<file path="src/rtl/hwy_req_arbiter.sv">
// hwy_req_arbiter
//   Front end of the highway light controller. Synchronises and debounces the
//   raw secondary-road sensor and pedestrian button, latches each debounced
//   rising edge as a pending request, and offers at most one request at a time
//   on S/P. When both are pending, the source that was not served last wins.
//   After every serve, the highway green is held for GAP_TICKS ticks.
//
// Ports
//   Clock, Resetn      clock, asynchronous active-low reset
//   Tick               one-cycle timebase enable for all counters
//   SensorRaw, PedRaw  raw asynchronous inputs
//   Grant              controller pulse: the offered request has been served
//   S, P               one-hot request outputs (registered)
//   Q                  last served source: 1 = secondary, 0 = pedestrian
//   PendS, PendP       latched requests that have not been served yet
//   Err                sticky SERVE timeout flag
//
// Build option
//   HWY_ARB_TIMEOUT_EN  abandons a request after TIMEOUT_TICKS ticks in SERVE
//                       without a Grant. When the macro is undefined, no timeout
//                       counter is built and Err is tied to 0.
module hwy_req_arbiter #(
    parameter int DB_TICKS      = 4,
    parameter int GAP_TICKS     = 8,
    parameter int TIMEOUT_TICKS = 200
) (
    input  logic Clock,
    input  logic Resetn,
    input  logic Tick,
    input  logic SensorRaw,
    input  logic PedRaw,
    input  logic Grant,
    output logic S,
    output logic P,
    output logic Q,
    output logic PendS,
    output logic PendP,
    output logic Err
);
    localparam logic [1:0] IDLE  = 2'd0;
    localparam logic [1:0] SERVE = 2'd1;
    localparam logic [1:0] GAP   = 2'd2;

    localparam logic [3:0] DB_MAX  = 4'(DB_TICKS);
    localparam logic [7:0] GAP_MAX = 8'(GAP_TICKS);

    // Bit 0 is the secondary sensor and bit 1 is the pedestrian button.
    logic [1:0]      raw, sync1, sync2, deb, deb_prev, rise;
    logic [1:0][3:0] db_cnt;

    logic [1:0] state;
    logic       win_s;    // current winner: 1 = secondary, 0 = pedestrian
    logic [7:0] gap_cnt;
    logic       serve_done, timeout, leave;

    assign raw  = {PedRaw, SensorRaw};
    assign rise = deb & ~deb_prev;

    // The counter only runs while the synced input disagrees with the
    // debounced level. It saturates at DB_MAX. The flip on the following clock
    // makes the two levels equal again, and that clears the counter.
    always_ff @(posedge Clock or negedge Resetn) begin
        if (!Resetn) begin
            sync1    <= '0;
            sync2    <= '0;
            deb      <= '0;
            deb_prev <= '0;
            db_cnt   <= '0;
        end else begin
            sync1    <= raw;
            sync2    <= sync1;
            deb_prev <= deb;
            for (int i = 0; i < 2; i++) begin
                if (sync2[i] == deb[i])
                    db_cnt[i] <= '0;
                else if (db_cnt[i] == DB_MAX)
                    deb[i] <= sync2[i];
                else if (Tick)
                    db_cnt[i] <= db_cnt[i] + 4'd1;
            end
        end
    end

    assign serve_done = (state == SERVE) && Grant;
    assign leave      = serve_done || timeout;

`ifdef HWY_ARB_TIMEOUT_EN
    localparam logic [7:0] TO_MAX = 8'(TIMEOUT_TICKS);
    logic [7:0] to_cnt;

    // A Grant on the same cycle as the timeout takes priority, so it counts as a normal serve.
    assign timeout = (state == SERVE) && !Grant && (to_cnt == TO_MAX);

    always_ff @(posedge Clock or negedge Resetn) begin
        if (!Resetn) begin
            to_cnt <= '0;
            Err    <= 1'b0;
        end else begin
            if (state != SERVE)
                to_cnt <= '0;
            else if (Tick && to_cnt != TO_MAX)
                to_cnt <= to_cnt + 8'd1;
            if (timeout)
                Err <= 1'b1;
        end
    end
`else
    assign timeout = 1'b0;
    assign Err     = 1'b0;
`endif

    // A new edge takes priority over a clear in the same cycle, so the request is not lost.
    always_ff @(posedge Clock or negedge Resetn) begin
        if (!Resetn) begin
            PendS <= 1'b0;
            PendP <= 1'b0;
        end else begin
            PendS <= rise[0] | (PendS & ~(leave &  win_s));
            PendP <= rise[1] | (PendP & ~(leave & ~win_s));
        end
    end

    always_ff @(posedge Clock or negedge Resetn) begin
        if (!Resetn) begin
            state   <= IDLE;
            win_s   <= 1'b0;
            S       <= 1'b0;
            P       <= 1'b0;
            Q       <= 1'b1;
            gap_cnt <= '0;
        end else begin
            case (state)
                IDLE: begin
                    if (PendS || PendP) begin
                        // On a tie, the source that was not served last wins.
                        win_s <= PendS & (~PendP | ~Q);
                        S     <= PendS & (~PendP | ~Q);
                        P     <= PendP & (~PendS |  Q);
                        state <= SERVE;
                    end
                end
                SERVE: begin
                    if (leave) begin
                        S       <= 1'b0;
                        P       <= 1'b0;
                        gap_cnt <= '0;
                        state   <= GAP;
                        if (serve_done)
                            Q <= win_s;
                    end
                end
                GAP: begin
                    if (gap_cnt == GAP_MAX)
                        state <= IDLE;
                    else if (Tick)
                        gap_cnt <= gap_cnt + 8'd1;
                end
                default: state <= IDLE;
            endcase
        end
    end
endmodule

</file>
<file path="config.mk">
export PLATFORM = sky130hd
export DESIGN_NAME = hwy_req_arbiter
export DESIGN_NICKNAME = d
export VERILOG_FILES = /design/src/rtl/hwy_req_arbiter.sv
export SDC_FILE = /design/constraint.sdc
export NUM_CORES = 1
export LEC_CHECK = 0
export CELL_PAD_IN_SITES_DETAIL_PLACEMENT = 2
export CELL_PAD_IN_SITES_GLOBAL_PLACEMENT = 2
export CORE_ASPECT_RATIO = 1.75
export CORE_MARGIN = 1.5
export CORE_UTILIZATION = 33
export CTS_CLUSTER_DIAMETER = 200
export CTS_CLUSTER_SIZE = 14
export DETAILED_ROUTE_END_ITERATION = 6
export PLACE_DENSITY = 0.82
export SLEW_MARGIN = 10
export SYNTH_ARGS = -nofsm -noshare
export SYNTH_HDL_FRONTEND = slang
export SYNTH_SLANG_ARGS = --single-unit
</file>
<file path="constraint.sdc">
create_clock -name Clock -period 1.3 [get_ports Clock]
set_input_delay 0.26 -clock Clock [delete_from_list [all_inputs] [get_ports Clock]]
set_output_delay 0.26 -clock Clock [all_outputs]
set_load 0.005 [all_outputs]
</file>
==> flow_metrics.py <==
metrics = {
    "sta": {
        "clock.fmax_ghz": 0.628,
        "max_slew.worst_pin.slew_ns": 0.569,
        "min_period_over_period": 1.23,
        "max-slew-margin-rel": 0.618,
        "grt_setup_unrepaired": "true",
        "worst_clock_skew_ns": 0.0135,
        "timing.final.hold_violations": 0,
        "tns_ns": -3.55,
        "max_slew_violation_count": 0,
        "min_clock_period_post_route_ns": 1.59,
        "report.final.setup_viol": 22,
        "final.hold.worst_slack_ns": 0.336,
        "final.setup.worst_slack_ns": -0.293,
    },
    "placed_design": {
        "routabilityCongestion": 0.838,
        "hpwl_um": 3220,
        "dp_cells": 223,
        "place.port_buffers": 10,
    },
    "routing": {
        "drt-pass1-iter-count": 4,
        "via_per_inst": 5.61,
        "routed-via-count": 1430,
        "drc": 0,
        "wl_per_cell_um": 27.3,
        "ant_nets": 0,
        "detailedRoute.firstIterationViolations": 35,
        "wl_um": 6950,
    },
    "synth": {
        "post_synth.cell_area_avg_um2": 10.6,
        "ys_types": 38,
        "synth.area.top_cells": "sky130_fd_sc_hd__dfrtp_1, sky130_fd_sc_hd__ha_1, sky130_fd_sc_hd__nand2_1, sky130_fd_sc_hd__nand3_1, sky130_fd_sc_hd__o21ai_0",
        "netlist.top_cell.by_area": "sky130_fd_sc_hd__dfrtp_1",
        "synth_fp_nets": 156,
        "seq_cells_post_synth": 32,
        "synthesis.instances": 144,
        "ys.warnings.count": 0,
        "mappedNetlistArea_um2": 1520,
        "yosysSeqAreaShare": 0.528,
        "synth_top_area_frac": 0.510,
    },
    "floorplanning": {
        "initial_utilization": 0.345,
        "core_area_um2": 4400,
        "die_h_um": 92.8,
        "floorplan.io_pins": 12,
        "floorplan.rows": 32,
        "die_area_um2": 5040,
        "dieWidth_um": 54.3,
    },
    "setup_path": {
        "timing_worst_setup_path_type": "flop to flop",
        "worst-endpoint-arrival_ns": 1.80,
        "endpoint_kind": "flop",
        "critPathRequiredTime_ns": 1.50,
        "startpoint_type": "flop",
        "worstPathMaxFanout": 4,
    },
    "cts": {
        "root_buffer": "sky130_fd_sc_hd__clkbuf_8",
        "htree_num_levels": 2,
        "cts_buffers": 5,
        "clock_tree.buffer_depth": 2,
        "source_to_sink_clock_delay_at_the_later_pin_of_the_worst_skew_pair_ns": 0.31,
        "numClockSinks": 32,
        "clkTransAtPathRegs_ns": 0.08,
        "clock_tree_from_tritoncts": "done",
    },
    "global_route": {
        "grt_max_degree": 33,
        "grt.total_usage": 0.254,
        "antenna_found_initial": 0,
        "wire_length_of_the_first_global_routing_pass_um": 8670,
        "first_global_vias": 1587,
        "grt-ovfl-total": 0,
    },
    "run": {
        "cap_violations": 0,
    },
    "final_layout": {
        "post_route_cells_drive_above_1_share": 0.461,
        "nets": 215,
        "areaGrowthSynthToFinish_pct": 49.3,
        "diodes": 0,
        "ff_latch_area_um2": 802,
        "post_layout_nonfiller_instances": 255,
        "multiInputGateArea_um2": 815,
        "fill_cell_instance_count_of_the_final_layout": 457,
        "fin_util": 0.515,
    },
    "power": {
        "peak_supply_drop_mv": 1.38,
        "power-per-cell-area_nw_per_um2": 2110,
        "design_power_total_mw": 4.79,
        "power.leakage_nw": 1.05,
    },
    "status": {
        "outcome": "complete, but fails checks",
        "failed_checks": "negative setup slack",
    },
    "min_path": {
        "path_category_of_the_worst_min_delay_check": "input pin to asynchronous set/reset pin",
    },
}
## cell type report
class,count,share of cell area
clock inverter,3,0.0187
clock buffer,5,0.0303
inverter,8,0.0132
timing repair buffer,55,0.197
multi-input combinational,101,0.359
tap,51,0.0281
sequential,32,0.353
## per-stage QoR
stage	instance area, µm²	setup slack [ns]
2_1_floorplan	1520	-0.0826
3_3_place_gp	1830	-0.259
3_5_place_dp	1830	-0.334
4_1_cts	2090	-0.154
5_1_grt	2270	-0.373
6_report	2270	-0.293
## critical path: stages, from the launching register on
cell and delay (ns):
sky130_fd_sc_hd__dfrtp_1 0.39, sky130_fd_sc_hd__inv_1 0.07, sky130_fd_sc_hd__ha_1 0.14, sky130_fd_sc_hd__nor4b_4 0.34, sky130_fd_sc_hd__a21bo_4 0.22, sky130_fd_sc_hd__buf_4 0.12
sky130_fd_sc_hd__nand3_1 0.08, sky130_fd_sc_hd__o21ai_1 0.13
## synth_stat cells, drive strengths merged
| cell type | instances |
|---|---|
| dfrtp | 31 |
| nand2 | 18 |
| nand3 | 11 |
| nor2 | 9 |
| o21ai | 9 |
| inv | 8 |
| a21oi | 6 |
| ha | 6 |
| xnor2 | 4 |
| xor2 | 4 |
| a31oi | 3 |
| and3 | 3 |
| buf | 3 |
| nand3b | 3 |
| o21a | 3 |
| a41oi | 2 |
| and3b | 2 |
| mux2 | 2 |
| nand2b | 2 |
| nor2b | 2 |
| nor3 | 2 |
| a211oi | 1 |
| a21bo | 1 |
| a21boi | 1 |
| a21o | 1 |
| and2 | 1 |
| conb | 1 |
| dfstp | 1 |
| nand4 | 1 |
| nor3b | 1 |
| nor4b | 1 |
| o22a | 1 |
## repair_timing
item,4_1_cts,5_1_grt
gates cloned,0,0
setup endpoints to repair,24,21
pin swaps,15,6
hold buffers,0,0
setup buffers,11,13
gates resized for setup,27,19
## sequential cells by signal, indices dropped and copies added, names as in the netlist
name      count
state         2
gap_cnt       8
sync1         2
deb_prev      2
db_cnt        8
win_s         1
deb           2
S             1
PendS         1
Q             1
sync2         2
P             1
PendP         1
## worst paths after layout
kind | start | to | slack (ns) | cells past startpoint
setup / recovery | gap_cnt[0] | gap_cnt[0] | -0.29 | 7
hold / removal | Resetn | PendS | 0.34 | 2
setup reg to reg | gap_cnt[0] | gap_cnt[0] | -0.29 | 7
hold reg to reg | sync1[0] | sync2[0] | 0.36 | 0
max in group asynchronous | Resetn | Q | 0.73 | 2
min in group Clock | sync1[0] | sync2[0] | 0.36 | 0
## kinds of logic after synthesis
group / after synthesis / synth area share
simple gates: 56 / 0.202
flops: 32 / 0.528
compound gates: 28 / 0.122
buf+inv: 11 / 0.0354
xor+xnor: 8 / 0.0461
fa+ha+maj: 6 / 0.0494
mux: 2 / 0.0148
other cells: 1 / 0.00247
## cells in the final DEF (no fill, tap or decap), drive strengths merged, types with 2 or more instances in the layout
| cell | instances |
|---|---|
| o21a | 3 |
| and3b | 2 |
| mux2 | 2 |
| o21ai | 9 |
| nor2b | 2 |
| xor2 | 4 |
| a31oi | 3 |
| inv | 8 |
| a21oi | 6 |
| ha | 6 |
| nand2 | 18 |
| nor2 | 9 |
| xnor2 | 4 |
| buf | 46 |
| and3 | 3 |
| dfrtp | 31 |
| clkdlybuf4s50 | 5 |
| dlygate4sd2 | 4 |
| nand3 | 11 |
| a41oi | 2 |
| nand2b | 2 |
| nor3 | 2 |
| nand3b | 3 |
| clkbuf | 5 |
## per-layer routing
metal,wire length [µm],share of wire,GRT usage
met2,3830,0.55,0.473
met4,245,0.035,0.0938
met3,249,0.036,0.0339
met1,2630,0.38,0.269
met5,0,0,0
## power breakdown
part | internal [mW] | switching, mW | total (mW) | leakage [nW]
sequential | 1.27 | 0.253 | 1.53 | 0.413
combinational | 1.09 | 1.15 | 2.25 | 0.587
clock | 0.568 | 0.453 | 1.02 | 0.0541
Power figures use the tool's default switching activity.
